`config.mk`:
```
export PLATFORM = sky130hd
export DESIGN_NAME = ser_trama
export DESIGN_NICKNAME = d
export VERILOG_FILES = /design/src/rtl/ser_trama.sv
export SDC_FILE = /design/constraint.sdc
export NUM_CORES = 1
export LEC_CHECK = 0
export CAP_MARGIN = 20
export CORE_AREA = 8 8 56 58
export DETAILED_ROUTE_END_ITERATION = 7
export DIE_AREA = 0 0 64 66
export GPL_TIMING_DRIVEN = 0
export PLACE_DENSITY = 0.74
export SLEW_MARGIN = 20
export SYNTH_ARGS = -nofsm -noshare
export SYNTH_HDL_FRONTEND = slang
export SYNTH_SLANG_ARGS = --single-unit
export TNS_END_PERCENT = 5
```
`constraint.sdc`:
```
create_clock -name clk -period 2.4 [get_ports clk]
set_clock_uncertainty 0.1 [all_clocks]
set_input_delay 0.48 -clock clk [delete_from_list [all_inputs] [get_ports clk]]
set_output_delay 0.48 -clock clk [all_outputs]
set_load 0.02 [all_outputs]
```
`src/rtl/ser_trama.sv`:
```
// ser_trama: frame serializer (start pattern, MSB-first payload, zero trailer); optional parity bit with SER_TRAMA_PARIDAD_EN
module ser_trama #(
  parameter int                   LARGO_SEC  = 5,
  parameter logic [LARGO_SEC-1:0] SECUENCIA  = 5'b10100,
  parameter int                   ANCHO_DATO = 8,
  parameter int                   N_CEROS    = 5
) (
  input  logic                  clk,
  input  logic                  rst,
  input  logic [ANCHO_DATO-1:0] dato_in,
  input  logic                  dato_valido,
  output logic                  listo,
  output logic                  s_out,
  output logic                  ocupado,
  output logic                  fin_trama
);
  localparam int MAX_AB = (LARGO_SEC > ANCHO_DATO) ? LARGO_SEC : ANCHO_DATO;
  localparam int MAXV   = (MAX_AB > N_CEROS) ? MAX_AB : N_CEROS;
  localparam int CW     = $clog2(MAXV + 1);

  typedef enum logic [2:0] {
    INICIO    = 3'd0,
    PREAMBULO = 3'd1,
    DATOS     = 3'd2,
`ifdef SER_TRAMA_PARIDAD_EN
    PARIDAD   = 3'd3,
`endif
    COLA      = 3'd4
  } estado_t;

  estado_t               r_est;
  logic [CW-1:0]         r_cnt;
  logic [ANCHO_DATO-1:0] r_sh;
  logic                  r_s;
  logic                  r_listo;
  logic                  r_ocup;
  logic                  r_fin;
  logic [LARGO_SEC-1:0]  w_sec;
`ifdef SER_TRAMA_PARIDAD_EN
  logic                  r_par;
`endif

  // start-pattern bit that follows the one currently on the line sits at the MSB
  assign w_sec = SECUENCIA << (r_cnt + 1'b1);

  assign listo     = r_listo;
  assign s_out     = r_s;
  assign ocupado   = r_ocup;
  assign fin_trama = r_fin;

  // frame sequencer: all outputs registered, counter reloaded on every state change
  always_ff @(posedge clk or posedge rst) begin
    if (rst) begin
      r_est   <= INICIO;
      r_cnt   <= '0;
      r_sh    <= '0;
      r_s     <= 1'b0;
      r_listo <= 1'b0;
      r_ocup  <= 1'b0;
      r_fin   <= 1'b0;
`ifdef SER_TRAMA_PARIDAD_EN
      r_par   <= 1'b0;
`endif
    end else begin
      case (r_est)
        INICIO: begin
          r_fin <= 1'b0;
          if (dato_valido && r_listo) begin
            r_est   <= PREAMBULO;
            r_cnt   <= '0;
            r_s     <= SECUENCIA[LARGO_SEC-1];
            r_sh    <= dato_in;
            r_listo <= 1'b0;
            r_ocup  <= 1'b1;
`ifdef SER_TRAMA_PARIDAD_EN
            r_par   <= ^dato_in;
`endif
          end else begin
            r_s     <= 1'b0;
            r_listo <= 1'b1;
            r_ocup  <= 1'b0;
          end
        end
        PREAMBULO: begin
          if (r_cnt == CW'(LARGO_SEC - 1)) begin
            r_est <= DATOS;
            r_cnt <= '0;
            r_s   <= r_sh[ANCHO_DATO-1];
            r_sh  <= r_sh << 1;
          end else begin
            r_cnt <= r_cnt + 1'b1;
            r_s   <= w_sec[LARGO_SEC-1];
          end
        end
        DATOS: begin
          if (r_cnt == CW'(ANCHO_DATO - 1)) begin
            r_cnt <= '0;
`ifdef SER_TRAMA_PARIDAD_EN
            r_est <= PARIDAD;
            r_s   <= r_par;
`else
            r_est <= COLA;
            r_s   <= 1'b0;
            r_fin <= (N_CEROS == 1);
`endif
          end else begin
            r_cnt <= r_cnt + 1'b1;
            r_s   <= r_sh[ANCHO_DATO-1];
            r_sh  <= r_sh << 1;
          end
        end
`ifdef SER_TRAMA_PARIDAD_EN
        PARIDAD: begin
          r_est <= COLA;
          r_cnt <= '0;
          r_s   <= 1'b0;
          r_fin <= (N_CEROS == 1);
        end
`endif
        COLA: begin
          r_s <= 1'b0;
          if (r_cnt == CW'(N_CEROS - 1)) begin
            r_est   <= INICIO;
            r_cnt   <= '0;
            r_fin   <= 1'b0;
            r_listo <= 1'b1;
            r_ocup  <= 1'b0;
          end else begin
            r_cnt <= r_cnt + 1'b1;
            r_fin <= (r_cnt + 1'b1 == CW'(N_CEROS - 1));
          end
        end
        default: begin
          r_est   <= INICIO;
          r_cnt   <= '0;
          r_s     <= 1'b0;
          r_listo <= 1'b0;
          r_ocup  <= 1'b0;
          r_fin   <= 1'b0;
        end
      endcase
    end
  end
endmodule

```
==> metrics.md <==
| Metric | Value |
|---|---|
| TritonCTS buffer count | 3 |
| Max-Cap Viols | 0 |
| LEAKAGE | 0.590 nW |
| Crit path kind | reg2reg |
| Post-CTS setup buffer count | 0 |
| Vias per std cell | 5.75 |
| Fin. Hold Viols | 0 |
| Max H-tree Level | 1 |
| Sequential fraction of the synthesis area | 41.9% |
| Hpwl dp | 1800 µm |
| Mapped Cells | 111 |
| Area Growth Syn to Fin | 18.1% |
| Drt pass-1 iters | 4 |
| Synth warn | 0 |
| Largest net degree at the start of global routing | 20 |
| Clock transition at the registers of the reported paths | 110 ps |
| TNS Setup | 0 ps |
| Routability congestion estimate | 0.887 |
| Hold crit path type | reg2reg |
| Period utilization | 83.8% |
| Crit-path slowest cell | dfrtp_1 |
| Post-DRT Antenna Nets | 0 |
| Slew HR | 52.9% |
| Worst slew pin tran | 706 ps |
| Final Setup Violations | 0 |
| Netlist cell types | 37 |
| Root buf cell | clkbuf_4 |
| Post-synthesis async set-or-reset flop share | 100% |
| CTS tree | built |
| Mapped Nets | 125 |
| Vias in the first global route | 975 |
| Status | completed |
| Power Density | 1230 mW/mm² |
| Tmin final | 2010 ps |
| Initial Util | 48.9% |
| Clock insertion delay at the later pin of the skew report | 300 ps |
| CTS resizes | 0 |
| Worst path max stage delay | 480 ps |
| Routed wire length | 2340 µm |
| Most common cell after layout, fill and taps aside | dfrtp_1 |
| Hold Buf Count CTS | 0 |
| Nets | 144 |
| Max-slew violations | 0 |
| Unrepaired setup endpoints after global routing | no |
| All-Layer GR Usage | 12.1% |
| Antenna violations before repair | 0 |
| First-pass GRT wire length | 4190 µm |
| Worst-case clock buffer depth | 2 |
| Critical Path Source Type | flip-flop |
| Syn avg cell area | 10.2 µm² |
| Tot Pwr | 0.00165 W |
| Share of cells above drive strength 1 | 20.9% |
| DRC | 0 |
| Core Box Area | 0.00232 mm² |
| Full die area | 0.00422 mm² |
| Commonest cells after routing, fill and taps aside | dfrtp_1 (19), mux2_2 (14), clkdlybuf4s50_1 (14), nand2_1 (12) |
| Critical path data arrival time | 2110 ps |
| Cell Area, Synth | 0.00113 mm² |
| Fin worst setup slack | 390 ps |
| Vias | 915 |
| IO Port Bufs | 14 |
| DR iter-0 viols | 47 |
| Grt ovf | 0 |
| IO Pins | 15 |
| Inserted Diodes | 0 |
| Clock sinks | 19 |
| Worst Setup Slack post-DPL | 122 ps |
| CP endpoint kind | flip-flop |
| Max FO, Critical Path | 8 |
| Number of synthesized flops with an enable pin | 0 |
| Worst IR Drop VDD | 0.735 mV |
| Max Clk Rate | 0.497 GHz |
| Rows | 18 |
| Main synth FF type | dfrtp_1 |
| Placed cells | 155 |
| CP required | 2500 ps |
| Final cell count without fillers | 159 |
| Die Wd | 64 µm |
| FF+latch count, synth | 19 |
| WL/cell | 14.7 µm |
| DIE HEIGHT | 66 µm |
| Cell Chain, Critical Path | ha_1 > and3b_1 > o21ai_1 > nand3_2 > mux2_1 |
## metrics by stage
step	utilization [%]	instance area, µm²	hold slack [ps]
after detailed placement	56.6	1310	383
after CTS	57.8	1340	412
final	57.8	1340	405
after global routing	57.8	1340	430
after global placement	56.6	1310	376
after floorplan	-	1130	331
## path summary, 6_finish.rpt
check / start / end / slack (ps) / cells past startpoint
max in group asynchronous: rst / r_cnt[2] / 1270 / 2
max reg2reg: r_cnt[0] / r_sh[5] / 390 / 5
min: r_sh[5] / r_sh[5] / 400 / 1
min in group asynchronous: rst / ocupado / 480 / 2
max: r_cnt[0] / r_sh[5] / 390 / 5
min reg2reg: r_sh[5] / r_sh[5] / 400 / 1
## per-layer routing
metal | GRT usage [%] | routed length (µm) | vias up
met2 | 20.8 | 1180 | 31
met5 | 0 | 0 | -
met3 | 2.71 | 151 | 6
met4 | 5.85 | 47 | 0
met1 | 14.0 | 958 | 440
li1 | - | - | 438
## power by group
| group | internal [W] | leakage (nW) | switching [W] | total, W |
|---|---|---|---|---|
| clock network | 0.0000620 | 0.0177 | 0.000100 | 0.000162 |
| registers | 0.000452 | 0.240 | 0.0000977 | 0.000549 |
| logic | 0.000474 | 0.332 | 0.000462 | 0.000936 |
| total | 0.000988 | 0.590 | 0.000659 | 0.00165 |
## synth_stat cells (3+ instances only)
cell type / count / area share [%]
ha_1: 3 / 3.3
a211oi_1: 3 / 2.0
nor2b_1: 5 / 2.8
nand3b_1: 3 / 2.0
dfrtp_1: 19 / 42
a21oi_1: 5 / 2.2
nand2_1: 12 / 4.0
inv_1: 4 / 1.3
nor3_1: 4 / 1.8
o21ai_0: 5 / 2.2
nand3_1: 3 / 1.3
mux2_2: 14 / 14
## worst max-delay path, delay by kind of cell (launching register included)
| kind | cells | cell delay, ps |
|---|---|---|
| flops | 1 | 480 |
| simple gates | 2 | 480 |
| mux | 1 | 370 |
| fa+ha+maj | 1 | 320 |
| compound gates | 1 | 160 |
## final cells by class
class / count / area [µm²]
Sequential cell: 19 / 475
Clock inverter: 1 / 5.00
Fill cell: 199 / 980
Timing Repair Buffer: 14 / 140
Multi-Input combinational cell: 83 / 604
Inverter: 4 / 15.0
Buffer: 5 / 40.0
Tap cell: 30 / 37.5
Clock buffer: 3 / 22.5
## cell families after synthesis
group / after synthesis / share of synthesized area [%]
AO/OA/AOI/OAI: 23 / 13.1
AND/OR/NAND/NOR: 39 / 19.5
buffers and inverters: 9 / 4.85
flip-flops: 19 / 41.9
multiplexers: 16 / 15.8
XOR/XNOR: 2 / 1.54
adder cells (fa/ha/maj): 3 / 3.31
## flip-flops by register name (all words and copies together), names as in the netlist
signal     cells
ocupado        1
r_sh           8
r_est          3
fin_trama      1
s_out          1
r_cnt          4
listo          1
Note: power is estimated with default switching activity, not from simulation.
